**config.mk**
```make
export PLATFORM = sky130hd
export DESIGN_NAME = fetch_stage
export DESIGN_NICKNAME = d
export VERILOG_FILES = /design/src/rtl/fetch_stage.sv
export SDC_FILE = /design/constraint.sdc
export NUM_CORES = 1
export LEC_CHECK = 0
export BUFFER_PORTS_ARGS = -buffer_cell sky130_fd_sc_hd__buf_4
export CAP_MARGIN = 10
export CORE_AREA = 2 2 148 136
export CTS_CLUSTER_DIAMETER = 50
export CTS_CLUSTER_SIZE = 30
export DETAILED_ROUTE_END_ITERATION = 8
export DIE_AREA = 0 0 150 138
export PLACE_DENSITY = 0.61
export SLEW_MARGIN = 20
export SYNTH_ARGS = -nofsm -noshare
export SYNTH_HDL_FRONTEND = slang
export SYNTH_SLANG_ARGS = --single-unit
```
**constraint.sdc**
```tcl
create_clock -name clk -period 6.05 [get_ports clk]
set_clock_uncertainty 0.2 [all_clocks]
set_input_delay 0.3025 -clock clk [delete_from_list [all_inputs] [get_ports clk]]
set_output_delay 0.3025 -clock clk [all_outputs]
set_load 0.02 [all_outputs]
```
**src/rtl/fetch_stage.sv**
```systemverilog
// Instruction-fetch stage: owns the PC, addresses imem and fills the IF/ID register.
// A BOOT/RUN/HALT FSM handles start-up, stalls, redirects, flushes and fetches past the end of imem.
module fetch_stage #(
   parameter logic [31:0] RESET_PC   = 32'h0000_0000,
   parameter int unsigned IMEM_WORDS = 201,
   parameter logic [31:0] NOP_INSTR  = 32'hE1A0_0000
) (
   input  logic        clk,
   input  logic        reset,
   output logic [31:0] imem_a,
   input  logic [31:0] imem_rd,
   input  logic        stall,
   input  logic        flush,
   input  logic        redirect,
   input  logic [31:0] redirect_target,
   output logic [31:0] instr_d,
   output logic [31:0] pc_d,
   output logic [31:0] pcplus8_d,
   output logic        valid_d,
   output logic        halted,
   output logic [31:0] fetch_count
);

   typedef enum logic [1:0] {
      BOOT = 2'd0,
      RUN  = 2'd1,
      HALT = 2'd2
   } state_t;

   localparam logic [29:0] IMEM_LIMIT = 30'(IMEM_WORDS);

   state_t      state_q, state_d;
   logic [31:0] pc_f_q, pc_f_d;
   logic [31:0] instr_d_q, instr_d_d;
   logic [31:0] pc_d_q, pc_d_d;
   logic [31:0] pcplus8_d_q, pcplus8_d_d;
   logic        valid_d_q, valid_d_d;
   logic        halted_q, halted_d;
   logic [31:0] fetch_count_q, fetch_count_d;

   logic [31:0] target_aligned;
   logic        out_of_range;

   // Masking keeps the target word-aligned so pc_f[1:0] stays zero.
   assign target_aligned = redirect_target & 32'hFFFF_FFFC;
   assign out_of_range   = (pc_f_q[31:2] >= IMEM_LIMIT);

   always_comb begin
      state_d       = state_q;
      pc_f_d        = pc_f_q;
      instr_d_d     = instr_d_q;
      pc_d_d        = pc_d_q;
      pcplus8_d_d   = pcplus8_d_q;
      valid_d_d     = valid_d_q;
      halted_d      = halted_q;
      fetch_count_d = fetch_count_q;

      case (state_q)
         BOOT: begin
            state_d = RUN;
         end
         RUN: begin
            if (redirect) begin
               pc_f_d    = target_aligned;
               instr_d_d = NOP_INSTR;
               valid_d_d = 1'b0;
            end else if (out_of_range) begin
               state_d  = HALT;
               halted_d = 1'b1;
               if (!stall) begin
                  instr_d_d = NOP_INSTR;
                  valid_d_d = 1'b0;
               end
            end else if (stall) begin
               if (flush) begin
                  instr_d_d = NOP_INSTR;
                  valid_d_d = 1'b0;
               end
            end else if (flush) begin
               instr_d_d = NOP_INSTR;
               valid_d_d = 1'b0;
               pc_f_d    = pc_f_q + 32'd4;
            end else begin
               instr_d_d   = imem_rd;
               pc_d_d      = pc_f_q;
               pcplus8_d_d = pc_f_q + 32'd8;
               valid_d_d   = 1'b1;
               pc_f_d      = pc_f_q + 32'd4;
               if (fetch_count_q != 32'hFFFF_FFFF) begin
                  fetch_count_d = fetch_count_q + 32'd1;
               end
            end
         end
         HALT: begin
            if (!stall) begin
               instr_d_d = NOP_INSTR;
               valid_d_d = 1'b0;
            end
            // An out-of-range target simply falls back into HALT on the next RUN cycle.
            if (redirect) begin
               pc_f_d   = target_aligned;
               halted_d = 1'b0;
               state_d  = RUN;
            end
         end
         default: begin
            state_d = BOOT;
         end
      endcase
   end

   always_ff @(posedge clk) begin
      if (reset) begin
         state_q       <= BOOT;
         pc_f_q        <= RESET_PC;
         instr_d_q     <= NOP_INSTR;
         pc_d_q        <= 32'd0;
         pcplus8_d_q   <= 32'd0;
         valid_d_q     <= 1'b0;
         halted_q      <= 1'b0;
         fetch_count_q <= 32'd0;
      end else begin
         state_q       <= state_d;
         pc_f_q        <= pc_f_d;
         instr_d_q     <= instr_d_d;
         pc_d_q        <= pc_d_d;
         pcplus8_d_q   <= pcplus8_d_d;
         valid_d_q     <= valid_d_d;
         halted_q      <= halted_d;
         fetch_count_q <= fetch_count_d;
      end
   end

   assign imem_a      = pc_f_q;
   assign instr_d     = instr_d_q;
   assign pc_d        = pc_d_q;
   assign pcplus8_d   = pcplus8_d_q;
   assign valid_d     = valid_d_q;
   assign halted      = halted_q;
   assign fetch_count = fetch_count_q;

endmodule
```
## Word-level counts from Yosys, hierarchy flattened

Cells that the tools add are included.

| word-level totals | value |
|---|---|
| input bits | 69 |
| register bits | 164 |

| cells by class | value |
|---|---|
| $add $sub $neg | 3 |
| reduce and logical (&&, ||, !) cells | 8 |
| equal/unequal tests | 9 |
| order comparisons | 1 |
| bitwise operators | 4 |
| muxes and demuxes | 27 |

Operators by type and width:

| operator | number |
|---|---|
| $mux W32 | 10 |
| $pmux W32 S2 | 2 |
| $add A32 B1 Y32 const B | 1 |
| $add A32 B3 Y32 const B | 1 |
| $add A32 B4 Y32 const B | 1 |
| $ne A32 B32 Y1 const B | 1 |
| $ge A30 B8 Y1 const B | 1 |
| $mux W1 | 9 |
| $reduce_and A4 Y1 | 2 |
| $mux W2 | 3 |
| $ne A2 B2 Y1 const B | 3 |
| $ne A3 B3 Y1 const B | 2 |
| $pmux W2 S3 | 1 |
| $reduce_and A6 Y1 | 1 |
| $ne A5 B5 Y1 const B | 1 |
| $reduce_and A5 Y1 | 1 |
| $not A1 Y1 | 4 |
| $pmux W1 S2 | 2 |
| $reduce_and A3 Y1 | 1 |
| $eq A2 B1 Y1 const B | 1 |
| $eq A2 B2 Y1 const B | 1 |
| $logic_not A2 Y1 | 1 |
| $reduce_and A2 Y1 | 1 |
| $reduce_bool A2 Y1 | 1 |

## Longest topological paths before layout

| logic depth | value |
|---|---|
| word-level depth | 5 |
| depth in mapped cells | 9 |

## Least setup slack after synthesis

OpenSTA, ideal clock, no wires.

| timing path | value |
|---|---|
| path type | register to register |
| from | register pc_f_q[3], in the netlist imem_a[3] |
| to | register fetch_count_q[26], in the netlist fetch_count[26] |
| data required time | 5729 ps |
| library setup time | 121 ps |
| path slack | 3472 ps |
| period minus slack after synthesis | 2578 ps |
| stages on the path, launching flop included | 9 |
| data arrival time | 2258 ps |
| path through | dfxtp_1 > inv_1 > ha_1 > or4b_1 > o21ai_1 > nand3_1 > clkbuf_1 > nor4_1 > mux2_2 |

| on the way | value |
|---|---|
| longest elaborated chain between the ends | 3 |

Ends and longest elaborated chain:

| element | RTL line | RTL |
|---|---|---|
| start: declaration | 33 | `logic [31:0] pc_f_q, pc_f_d;` |
| start signal: assignment | 124 | `pc_f_q <= pc_f_d;` |
| $ge A30 B8 Y1 | 46 | `assign out_of_range = (pc_f_q[31:2] >= IMEM_LIMIT);` |
| $not A1 Y1 (no line) | - |  |
| $reduce_and A6 Y1 (no line) | - |  |
| end signal: assignment | 130 | `fetch_count_q <= fetch_count_d;` |
| end: declaration | 39 | `logic [31:0] fetch_count_q, fetch_count_d;` |

Every way passes these cells.
A chain may end at the register's enable or synchronous reset.

## Worst setup path after layout

| timing path | value |
|---|---|
| from | register pc_f_q[3], in the netlist imem_a[3] |
| to | register instr_d_q[19], in the netlist instr_d[19] |

| on the way | value |
|---|---|
| longest elaborated chain between the ends | 4 |

Ends and longest elaborated chain:

| element | RTL line | RTL |
|---|---|---|
| $ge A30 B8 Y1 * | 46 |  |
| $mux W32 | 67 | `end else if (out_of_range) begin` |
| $mux W32 | 63 | `if (redirect) begin` |
| $pmux W32 S2 | 58 | `case (state_q)` |
| end signal: assignment | 125 | `instr_d_q <= instr_d_d;` |
| end: declaration | 34 | `logic [31:0] instr_d_q, instr_d_d;` |

Mark *: on every way between the ends. The rest lies on a longest branch, timed or not.

==> metrics.cfg <==
[finish]
diodes = 0
nNetsFinal = 1046
layout-area-overhead-vs-synth_pct = 42.9
finalNonFillerCells = 1240
nFillCells = 1873
drive_above_1_share = 0.294

[timing]
relSlewSlack = 0.306
rsz0062_at_grt = false
worstMarginPinSlew_ps = 1040
period_share = 0.589
final_hold_viol_count = 0
drv_slew = 0
finalWorstPathRequiredPeriod_ps = 3570
fmax_mhz = 280
tns_ps = 0
holdWs_ps = 27.7
setup_viol = 0

[cts]
clk-insertion-delay-late_ps = 430
cts.clk_slew.worst_paths_ps = 70
hold_buffers = 49
htree_levels = 4
clkSinkCount = 157
clockBufferDepth = 2
numCtsBuffers = 17
cts_setup_buffers = 0
root_buffer = clkbuf_16
ctsResizeCount = 0
cts_tree = yes

[synth]
synth_cell_types = 58
yosys.area.top_type_share = 0.475
ys_async_sr_fraction = 0
synth_enable_flop_cells = 0
ys_seq_area_frac = 0.475
synth_warnings = 0
synth_top_cell_by_area = dfxtp_1
synthCells = 727
ys_ff_latch = 157
syn_area_per_cell_um2 = 9.10
netlist_area_um2 = 6610
synth_area_leaders = dfxtp_1 48%, nand2_1 4.5%, and2_1 4.4%
synth_flop_cell = dfxtp_1

[min_path]
hold_start = redirect_target[24]
hold_class = primary input to flip-flop

[drt]
drc = 0
vias_per_cell = 4.98
drt-total-wl_um = 19700
first_iter_violations = 318
first_pass_iters = 5
ant_nets = 0
avgRoutedWirePerCell_um = 15.9
dr_total_vias = 6173

[floorplan]
start_util = 0.341
coreArea_um2 = 19400
fp-row-count = 49
dieArea_um2 = 20700
die_y_um = 138
die_x_um = 150
ios = 231

[power_and_ir_drop]
peakVddDrop_mv = 0.162
total_power_mw = 2.46
p_leak_nw = 3.87
p_per_area_nw_per_um2 = 260

[global_route]
grt_pass1_vias = 5955
grt_max_degree = 53
track_usage = 0.189
antenna_found_initial = 0
grt_pass1_wl_um = 31300
overflow = 0

[status]
outcome = complete, no violations

[setup_path]
path_buf_inv = 1
critPathTopFamily = simple AND/OR/NAND/NOR gates
cp-startpoint = imem_a[3]
cp.arrival_ps = 3730
cp_cell_sequence = inv_1 > ha_1 > or4b_1 > o21a_4 > nor4_4 > and2b_1 > a22o_1
path_max_fanout = 27
path_class = flip-flop to flip-flop
endpoint_kind = flip-flop
start_kind = flip-flop
reg2reg_from = imem_a[3]
cp_slowest_stage_delay_ps = 830
cp_slowest_cell = and2b_1
cp.required_ps = 6210
rrSetupSlack_ps = 2480

[placed_design]
place.detailed.hpwl_um = 13900
portBuffers = 222
dp_cells = 1159
gp_congestion = 0.795

[flow_run]
maxCapViolations = 0

==> final cells by class <==
class / instances / area, um^2 / area share
Tap cell: 255 / 319 / 0.0338
Timing Repair Buffer: 275 / 2190 / 0.231
Clock buffer: 17 / 425 / 0.0450
Inverter: 8 / 30.0 / 0.00318
Sequential cell: 157 / 3140 / 0.333
Multi-Input combinational cell: 513 / 3210 / 0.339
Clock inverter: 15 / 139 / 0.0147
==> flip-flops by register name, summed over array words and instances, names as in the netlist <==
signal and flops:
instr_d 32, state_q 2, valid_d 1, imem_a 30, pc_d 30, pcplus8_d 29, fetch_count 32, halted 1
==> layer usage <==
layer	global-route usage	routed length (um)	vias up
met5	0	0	-
li1	-	-	3105
met3	0.0498	1120	15
met2	0.304	9080	177
met4	0.0492	208	0
met1	0.250	9260	2876
==> worst min-delay path, cell delays in order <==
cell and delay, ps:
buf_4 110, o2bb2ai_1 130, a211oi_1 70
==> synthesized netlist by cell type, types with 6 or more instances <==
cell	n
dfxtp_1	157
nand2_1	79
and2_1	47
a21oi_1	43
nor2_1	43
clkbuf_1	38
nand3_1	32
a22o_1	31
nor4_1	23
nor2b_1	22
mux2_2	21
o21ai_0	19
nor3_1	18
o31ai_1	17
or4_1	12
nand4_1	9
buf_4	8
inv_1	8
and3_1	6
o22a_1	6
==> report_power, final <==
group | switching, mW | internal [mW]
Sequential | 0.0367 | 1.06
Clock | 0.497 | 0.547
Combinational | 0.194 | 0.129
Total | 0.727 | 1.73
==> final timing paths <==
kind	endpoint	cells past startpoint
max	instr_d[19]	7
min	imem_a[24]	3
max reg2reg	instr_d[19]	7
min reg2reg	pcplus8_d[4]	2
==> through the flow <==
stage / area, um^2 / worst slack [ps] / utilization
final: 9450 / 2480 / 0.488
after global routing: 9450 / 2250 / 0.488
after CTS: 9450 / 2190 / 0.488
after detailed placement: 8390 / 2210 / 0.433
after global placement: 8390 / 2240 / 0.433
after floorplan: 6630 / 3470 / -
==> cells in the final DEF (no fill, tap or decap), types with 8 or more instances in the layout <==
master / n
a21oi_1: 43
a22o_1: 31
and2_1: 47
buf_4: 226
clkbuf_16: 17
dfxtp_1: 157
dlygate4sd3_1: 49
inv_1: 8
mux2_2: 21
nand2_1: 79
nand3_1: 31
nand4_1: 9
nor2_1: 42
nor2b_1: 22
nor3_1: 18
nor4_1: 23
o21ai_0: 19
o31ai_1: 17
or4_1: 12
==> cells by family after synthesis <==
family | share of synthesized area
other cells | 0.000567
compound gates | 0.157
xor+xnor | 0.00662
fa+ha+maj | 0.00946
mux | 0.0418
simple gates | 0.265
buf+inv | 0.0441
flops | 0.475
(Power assumes the default switching activity.)
